==> src/rtl/dm_sched.sv <==
// ---------------------------------------------------------------------------
// dm_sched -- data-memory scheduler
//
// Shares one data memory between three users:
// a byte loader, the processor and the output transmitter.
//   1. LOAD: streams IMG_BYTES loader bytes into the memory from address 0.
//   2. PROC: hands the memory port to the processor until end_process.
//   3. TX_*: reads OUT_BYTES bytes starting at OUT_BASE.
//      Each byte goes to the transmitter through a valid/ready handshake.
//
// Ports
//   clock, rst_n                    : clock, asynchronous active-low reset
//   start                           : host pulse, accepted in IDLE and DONE
//   ld_valid, ld_data, ld_ready     : loader byte stream
//   p_dm_r, p_dm_wr, p_addr, p_din  : processor memory requests
//   end_process                     : processor finished
//   tx_valid, tx_data, tx_ready     : output byte stream
//   mem_en, mem_we, mem_addr,
//   mem_wdata, mem_rdata            : data-memory port (read latency 1)
//   status, done                    : phase indication
// ---------------------------------------------------------------------------
module dm_sched #(
    parameter int unsigned IMG_BYTES = 65536,
    parameter logic [19:0] OUT_BASE  = 20'h10000,
    parameter int unsigned OUT_BYTES = 16384
) (
    input  logic        clock,
    input  logic        rst_n,
    input  logic        start,
    input  logic        ld_valid,
    input  logic [7:0]  ld_data,
    output logic        ld_ready,
    input  logic        p_dm_r,
    input  logic        p_dm_wr,
    input  logic [19:0] p_addr,
    input  logic [7:0]  p_din,
    input  logic        end_process,
    output logic        tx_valid,
    output logic [7:0]  tx_data,
    input  logic        tx_ready,
    output logic        mem_en,
    output logic        mem_we,
    output logic [19:0] mem_addr,
    output logic [7:0]  mem_wdata,
    input  logic [7:0]  mem_rdata,
    output logic [1:0]  status,
    output logic        done
);

    typedef enum logic [2:0] {
        IDLE,
        LOAD,
        PROC,
        TX_RD,
        TX_WAIT,
        TX_SEND,
        DONE
    } state_t;

    // Last counter values of each transfer, truncated to the 20-bit counters.
    localparam logic [19:0] LD_LAST = 20'(IMG_BYTES - 1);
    localparam logic [19:0] TX_LAST = 20'(OUT_BYTES - 1);

    state_t      state_q, state_d;
    logic [19:0] ld_addr_q, ld_addr_d;
    logic [19:0] tx_addr_q, tx_addr_d;
    logic [7:0]  tx_data_q, tx_data_d;

    // State and datapath registers.
    // Reset is asynchronous, so the phase outputs decoded from state_q
    // drop to their idle values immediately, even in the middle of a transfer.
    always_ff @(posedge clock or negedge rst_n) begin
        if (!rst_n) begin
            state_q   <= IDLE;
            ld_addr_q <= '0;
            tx_addr_q <= '0;
            tx_data_q <= '0;
        end else begin
            state_q   <= state_d;
            ld_addr_q <= ld_addr_d;
            tx_addr_q <= tx_addr_d;
            tx_data_q <= tx_data_d;
        end
    end

    // Next-state and output decode.
    // Every output first takes its idle value. Each state then drives only
    // what it owns, so processor requests outside PROC cannot reach memory.
    always_comb begin
        state_d   = state_q;
        ld_addr_d = ld_addr_q;
        tx_addr_d = tx_addr_q;
        tx_data_d = tx_data_q;
        mem_en    = 1'b0;
        mem_we    = 1'b0;
        mem_addr  = '0;
        mem_wdata = '0;
        ld_ready  = 1'b0;
        tx_valid  = 1'b0;
        status    = 2'b00;
        done      = 1'b0;

        case (state_q)
            IDLE: begin
                if (start) begin
                    state_d   = LOAD;
                    ld_addr_d = '0;
                    tx_addr_d = '0;
                end
            end

            LOAD: begin
                ld_ready = 1'b1;
                if (ld_valid) begin
                    mem_en    = 1'b1;
                    mem_we    = 1'b1;
                    mem_addr  = ld_addr_q;
                    mem_wdata = ld_data;
                    ld_addr_d = ld_addr_q + 20'd1;
                    if (ld_addr_q == LD_LAST) begin
                        state_d = PROC;
                    end
                end
            end

            PROC: begin
                status    = 2'b01;
                mem_en    = p_dm_r | p_dm_wr;
                mem_we    = p_dm_wr;
                mem_addr  = p_addr;
                mem_wdata = p_din;
                if (end_process) begin
                    state_d = TX_RD;
                end
            end

            TX_RD: begin
                status   = 2'b10;
                mem_en   = 1'b1;
                mem_addr = OUT_BASE + tx_addr_q;
                state_d  = TX_WAIT;
            end

            // Read data from the TX_RD access is on mem_rdata in this cycle.
            TX_WAIT: begin
                status    = 2'b10;
                tx_data_d = mem_rdata;
                state_d   = TX_SEND;
            end

            TX_SEND: begin
                status   = 2'b10;
                tx_valid = 1'b1;
                if (tx_ready) begin
                    if (tx_addr_q == TX_LAST) begin
                        state_d = DONE;
                    end else begin
                        tx_addr_d = tx_addr_q + 20'd1;
                        state_d   = TX_RD;
                    end
                end
            end

            DONE: begin
                status = 2'b11;
                done   = 1'b1;
                if (start) begin
                    state_d   = LOAD;
                    ld_addr_d = '0;
                    tx_addr_d = '0;
                end
            end

            default: begin
                state_d = IDLE;
            end
        endcase
    end

    assign tx_data = tx_data_q;

endmodule

==> config.mk <==
export PLATFORM = sky130hd
export DESIGN_NAME = dm_sched
export DESIGN_NICKNAME = d
export VERILOG_FILES = /design/src/rtl/dm_sched.sv
export SDC_FILE = /design/constraint.sdc
export NUM_CORES = 1
export LEC_CHECK = 0
export BUFFER_PORTS_ARGS = -buffer_cell sky130_fd_sc_hd__buf_2
export CORE_AREA = 2 2 86 88
export CTS_CLUSTER_SIZE = 14
export DETAILED_ROUTE_END_ITERATION = 7
export DIE_AREA = 0 0 88 90
export PLACE_DENSITY_LB_ADDON = 0.15
export SLEW_MARGIN = 20
export SYNTH_ARGS = -nofsm -noshare
export SYNTH_HDL_FRONTEND = slang
export SYNTH_SLANG_ARGS = --single-unit
export TNS_END_PERCENT = 5
==> constraint.sdc <==
create_clock -name clock -period 1.9 [get_ports clock]
set_input_delay 0.19 -clock clock [delete_from_list [all_inputs] [get_ports clock]]
set_output_delay 0.19 -clock clock [all_outputs]
set_load 0.05 [all_outputs]
=== Yosys cells after proc, flatten, opt, wreduce, memory -nomap -nowiden ===
Index checks and enable logic that the tools add are counted.

* Logic and storage cells: 54
* Flip-flop bits (word level): 51
* Output and inout port bits: 43
* Input bits: 52

* Muxes and demuxes: 24
* Reductions and logical operators: 8
* Bitwise logic cells: 1
* Eq/ne operators: 14
* $add $sub $neg: 3

{| class="wikitable"
|+ Operators with widths
! kind !! count
|-
| $mux 20 || 5
|-
| $pmux 20 s2 || 2
|-
| $pmux 20 s3 || 1
|-
| $add 20x1->20 const B || 2
|-
| $add 17x20->20 const A || 1
|-
| $eq 20x14->1 const B || 1
|-
| $eq 20x16->1 const B || 1
|-
| $mux 3 || 6
|-
| $pmux 3 s6 || 1
|-
| $pmux 8 s2 || 1
|-
| $ne 2x2->1 const B || 5
|-
| $eq 3x3->1 const B || 3
|-
| $mux 8 || 1
|-
| $eq 3x2->1 const B || 2
|-
| $pmux 2 s3 || 1
|-
| $reduce_and 5->1 || 1
|-
| $mux 1 || 4
|-
| $reduce_and 4->1 || 1
|-
| $reduce_bool 2->1 || 2
|-
| $eq 3x1->1 const B || 1
|-
| $logic_not 3->1 || 1
|-
| $pmux 1 s3 || 1
|-
| $reduce_and 3->1 || 1
|-
| $reduce_or 3->1 || 1
|-
| 4 further kinds || 4
|}

=== Longest topological paths before layout ===
* Word-level depth: 4
* Mapped depth: 8
* Gate-level depth less buffers: 7

=== Worst setup path after synthesis ===
OpenSTA, ideal clock, no wires.

* Kind: reg-to-output
* Start point: register state_q[1]
* End point: output mem_wdata[0]
* Setup slack: -0.810 ns
* Arrival time: 2.520 ns
* Stages on the path, launching flop included: 7
* Required time: 1.710 ns
* Path through: dfrtp_1 clkbuf_1 nor2b_1 nor2b_1 buf_2 buf_2 a22o_1

* Longest elaborated chain between the ends: 2
* Elaborated cells between the ends (all ways): 3

{| class="wikitable"
|+ RTL lines
! element !! line !! text
|-
| from (decl) || 64 || <nowiki>state_t state_q, state_d;</nowiki>
|-
| from (signal assigned) || 79 || <nowiki>state_q <= state_d;</nowiki>
|-
| $eq 3x2->1 / $eq 3x1->1 (equally long branches) || 103 || <nowiki>case (state_q)</nowiki>
|-
| $pmux 8 s2 (*) || 103 ||
|-
| to (decl) || 44 || <nowiki>output logic [7:0] mem_wdata,</nowiki>
|}

Mark *: on every way between the ends. The rest lies on a longest branch, timed or not.

=== Worst setup path after layout ===
* Start point: register state_q[1]
* End point: output mem_addr[10]

* Longest elaborated chain between the ends: 2
* Elaborated cells between the ends (all ways): 4

{| class="wikitable"
|+ RTL lines
! element !! line !! text
|-
| $eq 3x2->1 / $eq 3x1->1 (equally long branches) || 103 ||
|-
| $pmux 20 s3 (*) || 103 ||
|-
| to (decl) || 43 || <nowiki>output logic [19:0] mem_addr,</nowiki>
|}

Marked as above.

==> flow_summary.ini <==
[synthesis]
synthTopCellsByCount = dfrtp_1 (51), nand2_1 (29), nor2_1 (29)
ys_types = 51
netlist.area_leader.share = 0.396
ys.flop_type = dfrtp_1
yosys-top-cells-area = dfrtp_1 (40%), a222oi_1 (5.9%), xor2_1 (4.4%)
synth-edff-count = 0
synth.largest_area_cell = dfrtp_1
ys_seq_elements = 51
syn_area_um2 = 3220
postSynthCellCount = 353
syn_area_per_cell_um2 = 9.12
yosysSeqAreaShare = 0.396
synth_warnings = 0
yosysMostFrequentCell = dfrtp_1
synth_fp_nets = 409
async_reset_ff_frac = 1.00

[sta]
max_freq_ghz = 0.447
finalHoldViolCount = 18
setup_viol = 47
worstMarginPinSlew_ns = 0.653
holdWs_ns = -0.0181
drv_slew = 0
setup_slack_ns = -0.336
slew_headroom = 0.565
skew_ns = 0.00493
period_share = 1.18
min_period_ns = 2.24
rsz0062_at_grt = true

[placement]
gp_congestion = 0.832
hpwl_um = 6830
io_buffer_count = 94

[cts]
tritoncts = yes
numCtsBuffers = 5
cts_max_path_buffers = 2
clkLatencyLatePin_ns = 0.31
clk_pin_slew_ns = 0.09
htreeDepth = 2
cts_root_buffer = clkbuf_8
cts.sinks = 51
postCtsHoldBufs = 0

[worst_setup_path]
critPathMaxFanout = 16
worstReg2RegEnd = tx_addr_q[4]
crit_arrival_ns = 2.05
critPathRequiredTime_ns = 1.71
reg2reg_depth = 7
cp-start-kind = flip-flop
cp-end-kind = output port
critPathKind = flip-flop to output port
r2r-start = state_q[1]
regToRegSetupSlack_ns = -0.18

[floorplan]
die_w_um = 88
io_pins = 95
core_area_um2 = 7020
die_area_um2 = 7920
die-height_um = 90
start_util = 0.459
rows = 31

[drt]
dr.pass1.iters = 7
wl_per_cell_um = 16.9
vias = 3376
via_per_inst = 5.66
drtIter0Drc = 301
drc = 0
finalWirelength_um = 10100
postRouteAntennaNets = 0

[power]
powerDensity_nw_per_um2 = 1240
finalPower_mw = 6.02
p_leak_nw = 2.36
ir_drop_mv = 0.969

[global_route]
grt_pass1_vias = 3309
grt_overflow = 0
antenna_found_initial = 0
grt_start_max_net_pins = 52
grt_pass1_wl_um = 15900
grtUsageTotal = 0.254

[cells_and_area]
multi_input_area_um2 = 1920
syn2layout_area_growth_pct = 51.4
drive_above_1_share = 0.461
seq_area_um2 = 1280
fill_cells = 547
nets = 552
antenna_cells = 0

[run_status]
violations = hold timing, setup timing
status = complete, but fails checks

[flow_run]
cap_violations = 0

[worst_hold_path]
holdCritPathClass = input pin to asynchronous set/reset pin
logic make-up (layout without fill, tap and decap cells):
| group | count (synthesis) | after routing | share of synthesized area |
|---|---|---|---|
| xor gates and xnor gates | 25 | 25 | 0.0680 |
| DFF | 51 | 51 | 0.396 |
| muxes | 10 | 10 | 0.0342 |
| adders and majority gates | 4 | 4 | 0.0155 |
| AOI/OAI and AO/OA | 68 | 68 | 0.164 |
| and+or+nand+nor | 145 | 145 | 0.256 |
| buffers and inverters | 50 | 194 | 0.0657 |
registers in the layout, summed over array words and instances (netlist names):
signal	flops
tx_addr_q	20
tx_data	8
ld_addr_q	20
state_q	3
stage by stage:
| step | setup WS [ns] | instances | setup TNS [ns] | area, µm² | util |
|---|---|---|---|---|---|
| after floorplan | -0.265 | 353 | -6.58 | 3320 | - |
| after global placement | -0.0614 | 582 | -0.247 | 4280 | 0.609 |
| after CTS | -0.306 | 593 | -9.13 | 4760 | 0.679 |
| after global routing | -0.416 | 596 | -14.48 | 4870 | 0.694 |
| after detailed placement | -0.0845 | 582 | -0.588 | 4280 | 0.609 |
| final | -0.336 | 596 | -10.54 | 4870 | 0.694 |
critical path: stages, from the launching register on:
cell	delay [ns]
dfrtp_1	0.42
buf_6	0.13
or3b_4	0.41
clkinvlp_4	0.08
and2_4	0.20
buf_12	0.16
a222oi_1	0.12
inv_2	0.08
buf_8	0.14
metal layers:
metal | vias to the layer above | track usage | share of wire
met5 | - | 0 | 0
met4 | 0 | 0.0487 | 0.0075
met3 | 9 | 0.0432 | 0.054
met2 | 119 | 0.441 | 0.51
met1 | 1663 | 0.330 | 0.43
li1 | 1585 | - | -
what timing repair did:
action | CTS | global route
endpoints found under the setup margin | 40 | 68
buffers inserted | 1 | 2
pin swaps | 13 | 12
cloned | 2 | 1
gates resized for setup | 98 | 14
placed cells by master (no fill, tap or decap), drive strengths merged, types with 2 or more instances in the layout:
cell type and instances:
a222oi 19, o31ai 4, o21ai 12, nand4 13
inv 25, nor4 4, and3 8, nor2 29
nand2b 5, nand2 29, clkbuf 9, nand4b 4
nor4b 4, mux2i 2, a21oi 12, a22o 8
or4 6, xor2 16, ha 4, and4 4
mux2 8, buf 158, nand3 16, nor3 6
o211ai 4, nor2b 2, dfrtp 51, and2 5
xnor2 9, or3 5, a21o 2
power by group:
part / internal, mW / leakage (nW) / switching (mW)
combinational: 1.61 / 1.63 / 2.32
clock: 0.300 / 0.0484 / 0.374
sequential: 1.29 / 0.682 / 0.134
how the worst max path moves through the flow:
stage | slack, ns | cells after the start | from | endpoint
after floorplan | -0.26 | 8 | state_q[0] | mem_addr[10]
after global placement | -0.06 | 9 | tx_addr_q[16] | tx_addr_q[17]
after detailed placement | -0.08 | 9 | tx_addr_q[16] | tx_addr_q[17]
after CTS | -0.31 | 8 | state_q[1] | mem_addr[10]
after global routing | -0.42 | 8 | state_q[1] | mem_addr[4]
final | -0.34 | 8 | state_q[1] | mem_addr[10]
final cells by class:
cell class              instances  share of cell area
clock inverters                 1             0.00180
flip-flops and latches         51               0.262
clock buffers                   7              0.0177
repair buffers                160               0.278
well taps                      99              0.0254
inverters                      26              0.0208
multi-input cells             252               0.394
Power figures use the tool's default switching activity.
